--- config.mk ---
export PLATFORM = sky130hd
export DESIGN_NAME = alu_issue_stage
export DESIGN_NICKNAME = d
export VERILOG_FILES = /design/src/rtl/alu_issue_stage.sv
export SDC_FILE = /design/constraint.sdc
export NUM_CORES = 1
export LEC_CHECK = 0
export ABC_CLOCK_PERIOD_IN_PS = 5100
export BUFFER_PORTS_ARGS = -buffer_cell sky130_fd_sc_hd__buf_2
export CAP_MARGIN = 0
export CORE_AREA = 2 2 198 200
export CTS_CLUSTER_DIAMETER = 120
export DETAILED_ROUTE_END_ITERATION = 8
export DIE_AREA = 0 0 200 202
export PLACE_DENSITY = 0.51
export SYNTH_ARGS = -nofsm -noshare
export SYNTH_HDL_FRONTEND = slang
export SYNTH_SLANG_ARGS = --single-unit
--- constraint.sdc ---
create_clock -name clk -period 5.1 [get_ports clk]
set_input_delay 0.255 -clock clk [delete_from_list [all_inputs] [get_ports clk]]
set_output_delay 0.255 -clock clk [all_outputs]
set_load 0.01 [all_outputs]
--- src/rtl/alu_issue_stage.sv ---
// alu_issue_stage: ID/EX issue stage -- decode, forwarding, load-use bubble.
// Optional event counters are compiled in with `define ALU_ISSUE_STATS_EN.
module alu_issue_stage #(
  parameter int XLEN = 64,
  parameter int REGW = 5
) (
  input  logic            clk,
  input  logic            reset_n,
  input  logic            id_valid,
  input  logic [6:0]      id_opcode,
  input  logic [2:0]      id_funct3,
  input  logic            id_funct7_5,
  input  logic [REGW-1:0] id_rs1,
  input  logic [REGW-1:0] id_rs2,
  input  logic [REGW-1:0] id_rd,
  input  logic [XLEN-1:0] id_rs1_data,
  input  logic [XLEN-1:0] id_rs2_data,
  input  logic [XLEN-1:0] id_imm,
  input  logic            exm_regwrite,
  input  logic [REGW-1:0] exm_rd,
  input  logic [XLEN-1:0] exm_result,
  input  logic            mwb_regwrite,
  input  logic [REGW-1:0] mwb_rd,
  input  logic [XLEN-1:0] mwb_data,
  input  logic            stall,
  input  logic            flush,
  output logic            hazard_stall,
  output logic            ex_valid,
  output logic [XLEN-1:0] ex_a,
  output logic [XLEN-1:0] ex_b,
  output logic [3:0]      ex_alu_op,
  output logic [REGW-1:0] ex_rd,
  output logic            ex_regwrite,
  output logic            ex_is_load,
  output logic            ex_is_store,
  output logic            ex_branch,
  output logic            ex_illegal
`ifdef ALU_ISSUE_STATS_EN
  ,
  output logic [31:0]     stat_issued,
  output logic [31:0]     stat_bubbles,
  output logic [31:0]     stat_flushes
`endif
);

  localparam logic [3:0] OP_AND = 4'b0000;
  localparam logic [3:0] OP_OR  = 4'b0001;
  localparam logic [3:0] OP_ADD = 4'b0010;
  localparam logic [3:0] OP_SUB = 4'b0110;
  localparam logic [3:0] OP_SLL = 4'b0011;
  localparam logic [3:0] OP_BEQ = 4'b0101;
  localparam logic [3:0] OP_BLT = 4'b1000;
  localparam logic [3:0] OP_BGE = 4'b1010;
  localparam logic [3:0] OP_JAL = 4'b1110;

  localparam logic [6:0] OPC_R   = 7'b0110011;
  localparam logic [6:0] OPC_I   = 7'b0010011;
  localparam logic [6:0] OPC_LD  = 7'b0000011;
  localparam logic [6:0] OPC_ST  = 7'b0100011;
  localparam logic [6:0] OPC_BR  = 7'b1100011;
  localparam logic [6:0] OPC_JAL = 7'b1101111;

  typedef enum logic {ISSUE, BUBBLE} state_t;

  state_t          r_state;
  logic            r_valid;
  logic [XLEN-1:0] r_a;
  logic [XLEN-1:0] r_b;
  logic [3:0]      r_op;
  logic [REGW-1:0] r_rd;
  logic            r_rw;
  logic            r_ld;
  logic            r_st;
  logic            r_br;
  logic            r_ill;

  logic [XLEN-1:0] w_fwd1;
  logic [XLEN-1:0] w_fwd2;
  logic [XLEN-1:0] w_b;
  logic [3:0]      w_op;
  logic            w_ill;
  logic            w_rw;
  logic            w_ld;
  logic            w_st;
  logic            w_br;
  logic            w_use1;
  logic            w_use2;
  logic            w_loaduse;
  logic            w_hz;

  // rs1 operand: EX/MEM beats MEM/WB beats register file, x0 never forwarded
  always_comb begin
    w_fwd1 = id_rs1_data;
    if (exm_regwrite && exm_rd != '0 && exm_rd == id_rs1)
      w_fwd1 = exm_result;
    else if (mwb_regwrite && mwb_rd != '0 && mwb_rd == id_rs1)
      w_fwd1 = mwb_data;
  end

  // rs2 operand: same forwarding priority as rs1
  always_comb begin
    w_fwd2 = id_rs2_data;
    if (exm_regwrite && exm_rd != '0 && exm_rd == id_rs2)
      w_fwd2 = exm_result;
    else if (mwb_regwrite && mwb_rd != '0 && mwb_rd == id_rs2)
      w_fwd2 = mwb_data;
  end

  // opcode/funct decode into ALU op, b-operand select and control flags
  always_comb begin
    w_op   = OP_AND;
    w_b    = w_fwd2;
    w_ill  = 1'b0;
    w_rw   = 1'b0;
    w_ld   = 1'b0;
    w_st   = 1'b0;
    w_br   = 1'b0;
    w_use1 = 1'b0;
    w_use2 = 1'b0;
    unique case (1'b1)
      (id_opcode == OPC_R): begin
        w_use1 = 1'b1;
        w_use2 = 1'b1;
        w_rw   = 1'b1;
        unique case (id_funct3)
          3'b000:  w_op = id_funct7_5 ? OP_SUB : OP_ADD;
          3'b111:  w_op = OP_AND;
          3'b110:  w_op = OP_OR;
          default: w_ill = 1'b1;
        endcase
      end
      (id_opcode == OPC_I): begin
        w_use1 = 1'b1;
        w_rw   = 1'b1;
        w_b    = id_imm;
        unique case (id_funct3)
          3'b000: w_op = OP_ADD;
          3'b001: begin
            w_op = OP_SLL;
            w_b  = {{(XLEN-6){1'b0}}, id_imm[5:0]};
          end
          3'b111:  w_op = OP_AND;
          3'b110:  w_op = OP_OR;
          default: w_ill = 1'b1;
        endcase
      end
      (id_opcode == OPC_LD): begin
        w_use1 = 1'b1;
        w_rw   = 1'b1;
        w_ld   = 1'b1;
        w_op   = OP_ADD;
        w_b    = id_imm;
      end
      (id_opcode == OPC_ST): begin
        w_use1 = 1'b1;
        w_use2 = 1'b1;
        w_st   = 1'b1;
        w_op   = OP_ADD;
        w_b    = id_imm;
      end
      (id_opcode == OPC_BR): begin
        w_use1 = 1'b1;
        w_use2 = 1'b1;
        w_br   = 1'b1;
        unique case (id_funct3)
          3'b000:  w_op = OP_BEQ;
          3'b100:  w_op = OP_BLT;
          3'b101:  w_op = OP_BGE;
          default: w_ill = 1'b1;
        endcase
      end
      (id_opcode == OPC_JAL): begin
        w_op = OP_JAL;
        w_br = 1'b1;
        w_rw = 1'b1;
      end
      default: w_ill = 1'b1;
    endcase
    if (w_ill) begin
      w_op   = OP_AND;
      w_rw   = 1'b0;
      w_ld   = 1'b0;
      w_st   = 1'b0;
      w_br   = 1'b0;
      w_use1 = 1'b0;
      w_use2 = 1'b0;
    end
  end

  // load in EX feeding a used source of the decoding instruction
  always_comb begin
    w_loaduse = r_valid && r_ld && r_rd != '0 && id_valid &&
                ((w_use1 && r_rd == id_rs1) || (w_use2 && r_rd == id_rs2));
    w_hz = (r_state == ISSUE) && w_loaduse && !flush && !stall;
  end

  assign hazard_stall = w_hz;

  // ID/EX register and issue FSM: reset > flush > stall > hazard > normal
  always_ff @(posedge clk or negedge reset_n) begin
    if (!reset_n) begin
      r_state <= ISSUE;
      r_valid <= 1'b0;
      r_a     <= '0;
      r_b     <= '0;
      r_op    <= OP_AND;
      r_rd    <= '0;
      r_rw    <= 1'b0;
      r_ld    <= 1'b0;
      r_st    <= 1'b0;
      r_br    <= 1'b0;
      r_ill   <= 1'b0;
    end else if (flush || (!stall && (w_hz || !id_valid))) begin
      r_state <= w_hz ? BUBBLE : ISSUE;
      r_valid <= 1'b0;
      r_a     <= '0;
      r_b     <= '0;
      r_op    <= OP_AND;
      r_rd    <= '0;
      r_rw    <= 1'b0;
      r_ld    <= 1'b0;
      r_st    <= 1'b0;
      r_br    <= 1'b0;
      r_ill   <= 1'b0;
    end else if (!stall) begin
      r_state <= ISSUE;
      r_valid <= 1'b1;
      r_a     <= w_fwd1;
      r_b     <= w_b;
      r_op    <= w_op;
      r_rd    <= id_rd;
      r_rw    <= w_rw;
      r_ld    <= w_ld;
      r_st    <= w_st;
      r_br    <= w_br;
      r_ill   <= w_ill;
    end
  end

  assign ex_valid    = r_valid;
  assign ex_a        = r_a;
  assign ex_b        = r_b;
  assign ex_alu_op   = r_op;
  assign ex_rd       = r_rd;
  assign ex_regwrite = r_rw;
  assign ex_is_load  = r_ld;
  assign ex_is_store = r_st;
  assign ex_branch   = r_br;
  assign ex_illegal  = r_ill;

`ifdef ALU_ISSUE_STATS_EN
  logic [31:0] r_issued;
  logic [31:0] r_bubbles;
  logic [31:0] r_flushes;

  // event counters, frozen while the boundary is stalled
  always_ff @(posedge clk or negedge reset_n) begin
    if (!reset_n) begin
      r_issued  <= '0;
      r_bubbles <= '0;
      r_flushes <= '0;
    end else if (!stall) begin
      if (flush)
        r_flushes <= r_flushes + 32'd1;
      else if (w_hz)
        r_bubbles <= r_bubbles + 32'd1;
      else if (id_valid)
        r_issued <= r_issued + 32'd1;
    end
  end

  assign stat_issued  = r_issued;
  assign stat_bubbles = r_bubbles;
  assign stat_flushes = r_flushes;
`endif

endmodule
# Word-level counts from Yosys, hierarchy flattened

Index checks and enable logic that the tools add are counted.

Bits in registers: 144
Output and inout bits: 144

Equal/unequal tests: 18
Mux-type cells: 51
Bitwise operators: 1
Reduce and logical (&&, ||, !) cells: 35

Operators with widths:

| kind                                                                   | number |
|---|---|
| 64-bit 2-to-1 mux                                                      | 9 |
| 64-bit one-hot mux with 2 select lines                                 | 1 |
| 5-bit equality test                                                    | 6 |
| 1-bit 2-to-1 mux                                                       | 30 |
| 4-bit one-hot mux with 5 select lines                                  | 1 |
| 1-bit logical AND                                                      | 16 |
| 5-bit nonzero test                                                     | 3 |
| 7-bit by 6-bit equality test with 1-bit output (second input constant) | 2 |
| 7-bit equality test (second input constant)                            | 2 |
| 3-bit equality test (second input constant)                            | 4 |
| 4-bit 2-to-1 mux                                                       | 3 |
| 4-bit one-hot mux with 3 select lines                                  | 1 |
| 3-bit OR reduction                                                     | 4 |
| 5-bit 2-to-1 mux                                                       | 2 |
| 4-bit OR reduction                                                     | 2 |
| 7-bit by 2-bit equality test with 1-bit output (second input constant) | 1 |
| 7-bit by 5-bit equality test with 1-bit output (second input constant) | 1 |
| 2-bit one-hot mux with 3 select lines                                  | 1 |
| 3-bit one-hot mux with 2 select lines                                  | 1 |
| 5-bit OR reduction                                                     | 1 |
| 1-bit one-hot mux with 4 select lines                                  | 1 |
| 2-bit OR reduction                                                     | 2 |
| 3-bit by 1-bit equality test with 1-bit output (second input constant) | 1 |
| 1-bit zero test                                                        | 3 |
| 5 further kinds                                                        | 7 |

# Longest topological paths before layout

Word-level depth: 15
Gate-level depth with buffers: 8
Depth with buffers taken out: 5

# Worst setup path before layout

OpenSTA, ideal clock, no wires.

Path kind: flip-flop to flip-flop
Start: register r_rd[2] (netlist: ex_rd[2])
End: register r_a[10] (netlist: ex_a[10])
Arrival time: 2.013 ns
Required time: 4.978 ns
Path slack: 2.965 ns
Cell stages (with the launch flop): 8
Path buffers: 2
Period minus slack after synthesis: 2.135 ns
Cell sequence: dfrtp_1 > xor2_1 > a2111oi_2 > a221oi_1 > or3_1 > buf_2 > buf_2 > a32o_1

Cells in the longest elaborated chain, start to end: 11
Elaborated cells between the ends (all ways): 17

RTL lines:

| item                                                                                                   | RTL line | text |
|---|---|---|
| start: declaration                                                                                     | 70       | `logic [REGW-1:0] r_rd;` |
| start signal: assignment                                                                               | 231      | `r_rd <= id_rd;` |
| 5-bit equality test or 5-bit nonzero test (tied branches)                                              | 193, 192 |  |
| 1-bit logical AND (on tied branches)                                                                   | 193, 192 |  |
| 1-bit logical OR or 1-bit logical AND (tied branches)                                                  | 193, 192 |  |
| 1-bit logical AND *                                                                                    | 192      | `w_loaduse = r_valid && r_ld && r_rd != '0 && id_valid &&` |
| 1-bit logical AND * (3 in a row)                                                                       | 194      | `w_hz = (r_state == ISSUE) && w_loaduse && !flush && !stall;` |
| 1-bit logical OR *                                                                                     | 213      | `end else if (flush \|\| (!stall && (w_hz \|\| !id_valid))) begin` |
| 1-bit logical AND *                                                                                    | 213      |  |
| 1-bit logical OR *                                                                                     | 213      |  |
| 2-bit by 1-bit inequality test with 1-bit output (no source line) or 64-bit 2-to-1 mux (tied branches) | --       |  |
| end signal: assignment                                                                                 | 228      | `r_a <= w_fwd1;` |
| end: declaration                                                                                       | 67       | `logic [XLEN-1:0] r_a;` |

Mark *: on every way between the ends. The rest lies on a longest branch, timed or not.
A chain may end at the register's enable or synchronous reset.

# Worst setup path after layout

Start: register r_rd[4] (netlist: ex_rd[4])
End: register r_b[5] (netlist: ex_b[5])

Cells in the longest elaborated chain, start to end: 11
Elaborated cells between the ends (all ways): 17

RTL lines:

| item                                                                                                   | RTL line | text |
|---|---|---|
| 5-bit equality test or 5-bit nonzero test (tied branches)                                              | 193, 192 |  |
| 1-bit logical AND (on tied branches)                                                                   | 193, 192 |  |
| 1-bit logical OR or 1-bit logical AND (tied branches)                                                  | 193, 192 |  |
| 1-bit logical AND *                                                                                    | 192      |  |
| 1-bit logical AND * (3 in a row)                                                                       | 194      |  |
| 1-bit logical OR *                                                                                     | 213      |  |
| 1-bit logical AND *                                                                                    | 213      |  |
| 1-bit logical OR *                                                                                     | 213      |  |
| 2-bit by 1-bit inequality test with 1-bit output (no source line) or 64-bit 2-to-1 mux (tied branches) | --       |  |
| end signal: assignment                                                                                 | 229      | `r_b <= w_b;` |
| end: declaration                                                                                       | 68       | `logic [XLEN-1:0] r_b;` |

Marks and branches as above.

==> results_dict.tcl <==
set metrics [dict create \
    skew_ns 0.0143 \
    die_w_um 200 \
    regToRegStartpoint "ex_rd[4]" \
    layout_commonest_cell "buf_2" \
    synth.distinct_cells 52 \
    area_delta_synth_final_pct 32.8 \
    mostFrequentLayoutCells "505 x buf_2, 168 x inv_1, 144 x dfrtp_1" \
    fmax_mhz 362 \
    clk_latency_ns 0.45 \
    clockBufferDepth 2 \
    cts_buffers 17 \
    holdCritStartpoint "id_rd[4]" \
    startpoint "ex_rd[4]" \
    vias 12500 \
    post_drt_wl_per_cell_um 23.8 \
    clock_tree.htree_level_count 4 \
    grt_pass1_vias 12400 \
    track_usage 0.259 \
    final_max_slew_viol_count 0 \
    worst-endpoint-required_ns 5.37 \
    hold_viol 0 \
    synthFlopType "dfrtp_1" \
    initial_core_util 0.277 \
    vias_per_cell 5.59 \
    synthCells 1283 \
    synth_nets 1646 \
    drt-initial-drc-count 957 \
    yosys_warnings 0 \
    switching_share 0.336 \
    cap_violations 0 \
    critPathMaxFanout 71 \
    crit_family "buffers and inverters" \
    syn_area_mm2 0.0106 \
    worst-path-buf-inv 1 \
    drtPass1Iterations 5 \
    reg2regPathDepth 6 \
    crit_path_end_kind "flip-flop" \
    combinationalPowerShare 0.262 \
    irDropWorstVdd_mv 0.210 \
    startpoint_type "flip-flop" \
    dp.cells 2182 \
    min_period_over_period 0.542 \
    max_stage_delay_ns 0.74 \
    crit_cells 6 \
    postRouteAntennaNets 0 \
    p_leak_nw 6.85 \
    rows 72 \
    cts_sinks 144 \
    core_area_mm2 0.0383 \
    seqPwrFrac 0.368 \
    pin_count 507 \
    wl_mm 53.3 \
    finalNonFillerCells 2239 \
    cts-resized-gates 0 \
    internal-power_mw 2.36 \
    synth-seq-cells 144 \
    cts.clk_slew.worst_paths_ns 0.06 \
    post_cts_buffers 0 \
    cts_tree "yes" \
    path_class "flip-flop to flip-flop" \
    syn_area_per_cell_um2 8.27 \
    hold_class "input port to flip-flop" \
    tightest_slew_ns 1.18 \
    cp_cell_sequence "xor2_1 -> nor4_1 -> a221oi_1 -> nor3_4 -> buf_4 -> a22oi_1" \
    cts-root-buf "clkbuf_16" \
    crit_path_top_delay_cell "buf_4" \
    synth_edf_count 0 \
    status "completed" \
    whs_path_depth 2 \
    switching_power_mw 1.19 \
    ys_seq_area_frac 0.340 \
    finalSetupTns_ns 0 \
    gr-total-overflow 0 \
    rsz0062_at_grt "no" \
    grt_max_degree 145 \
    grt_pass1_wl_mm 78.5 \
    clkPwrFrac 0.370 \
    r2r_slack_ns 2.33 \
    cp_data_arrival_time_ns 3.03 \
    slew_headroom 0.211 \
    die_area_mm2 0.0404 \
    layout-drive-gt1-share 0.336 \
    finalCriticalPeriod_ns 2.77 \
    async_flop_share 1.00 \
    powerDensity_mw_per_mm2 252 \
    drc 0 \
    nets 2050 \
    holdBufCountCts 4 \
    chipHeight_um 202 \
    gp_congestion 0.872 \
    antenna_found_initial 24 \
    setup_viol 0 \
    dpl.hpwl_mm 36.2 \
    portBuffers 506 \
]
cells in the mapped netlist (17+ instances only):
| library cell | instances | area (um2) |
|---|---|---|
| inv_1 | 168 | 631 |
| dfrtp_1 | 144 | 3600 |
| nand2_1 | 117 | 439 |
| clkbuf_1 | 108 | 405 |
| a32o_1 | 66 | 661 |
| o21ai_0 | 66 | 330 |
| a22oi_1 | 65 | 488 |
| and4_1 | 65 | 569 |
| a21boi_0 | 64 | 480 |
| a31oi_1 | 64 | 400 |
| o211ai_1 | 64 | 480 |
| o311ai_1 | 58 | 508 |
| nand3_1 | 39 | 195 |
| nand3b_1 | 27 | 203 |
| or3_1 | 27 | 169 |
| xor2_1 | 18 | 158 |
| buf_2 | 17 | 85.1 |
cell families after synthesis:
family | synth area share
XOR/XNOR | 0.0248
AND/OR/NAND/NOR | 0.171
AO/OA/AOI/OAI | 0.345
buffers and inverters | 0.120
flip-flops | 0.340
final timing paths:
| kind | endpoint |
|---|---|
| max in group asynchronous | ex_b[46] |
| worst max register to register | ex_b[5] |
| worst max-delay path | ex_b[5] |
| worst min-delay path | ex_rd[4] |
| min in group asynchronous | ex_b[56] |
| worst min register to register | r_state |
through the flow:
stage	instance area, um2	util	hold WS (ns)	power (mW)	worst slack (ns)
after detailed placement	13400	0.350	0.303	2.25	1.88
after CTS	14000	0.366	0.0577	3.58	2.36
after global placement	13400	0.350	0.301	2.25	1.93
after global routing	14100	0.368	0.0652	3.71	2.15
after floorplan	10600	-	-0.0406	1.77	2.97
final	14100	0.368	0.0736	3.55	2.33
routing by layer:
| metal | track usage | part of all wire |
|---|---|---|
| met1 | 0.345 | 0.43 |
| met2 | 0.407 | 0.46 |
| met3 | 0.0487 | 0.074 |
| met4 | 0.115 | 0.035 |
| met5 | 0 | 0.00094 |
registers in the layout, summed over array words and instances, names as in the netlist:
signal / flops
ex_b: 64
ex_a: 64
ex_alu_op: 4
ex_is_load: 1
ex_illegal: 1
r_state: 1
ex_valid: 1
ex_regwrite: 1
ex_branch: 1
ex_is_store: 1
ex_rd: 5
area by class of cell:
type,instances,area [um2]
clock inverters,8,104
multi-input cells,827,5810
repair buffers,529,2750
well taps,518,648
diodes,21,52.6
flip-flops and latches,144,3600
clock buffers,24,482
inverters,168,631
fillers,4154,24200
power by group through the flow:
stage	Sequential, mW	Combinational, mW	Clock, mW
floorplan	1.36	0.407	0
global placement	1.32	0.925	0
detailed placement	1.32	0.930	0
CTS	1.30	0.936	1.34
global route	1.32	1.01	1.39
finish	1.31	0.931	1.31
worst reg2reg max path: cells and delay by family, from the launching register on:
family | cells | cell delay [ns]
and+or+nand+nor | 2 | 0.67
buffers and inverters | 1 | 0.74
DFF | 1 | 0.44
AOI/OAI and AO/OA | 2 | 0.56
xor gates and xnor gates | 1 | 0.19
Note: power is estimated with default switching activity, not from simulation.
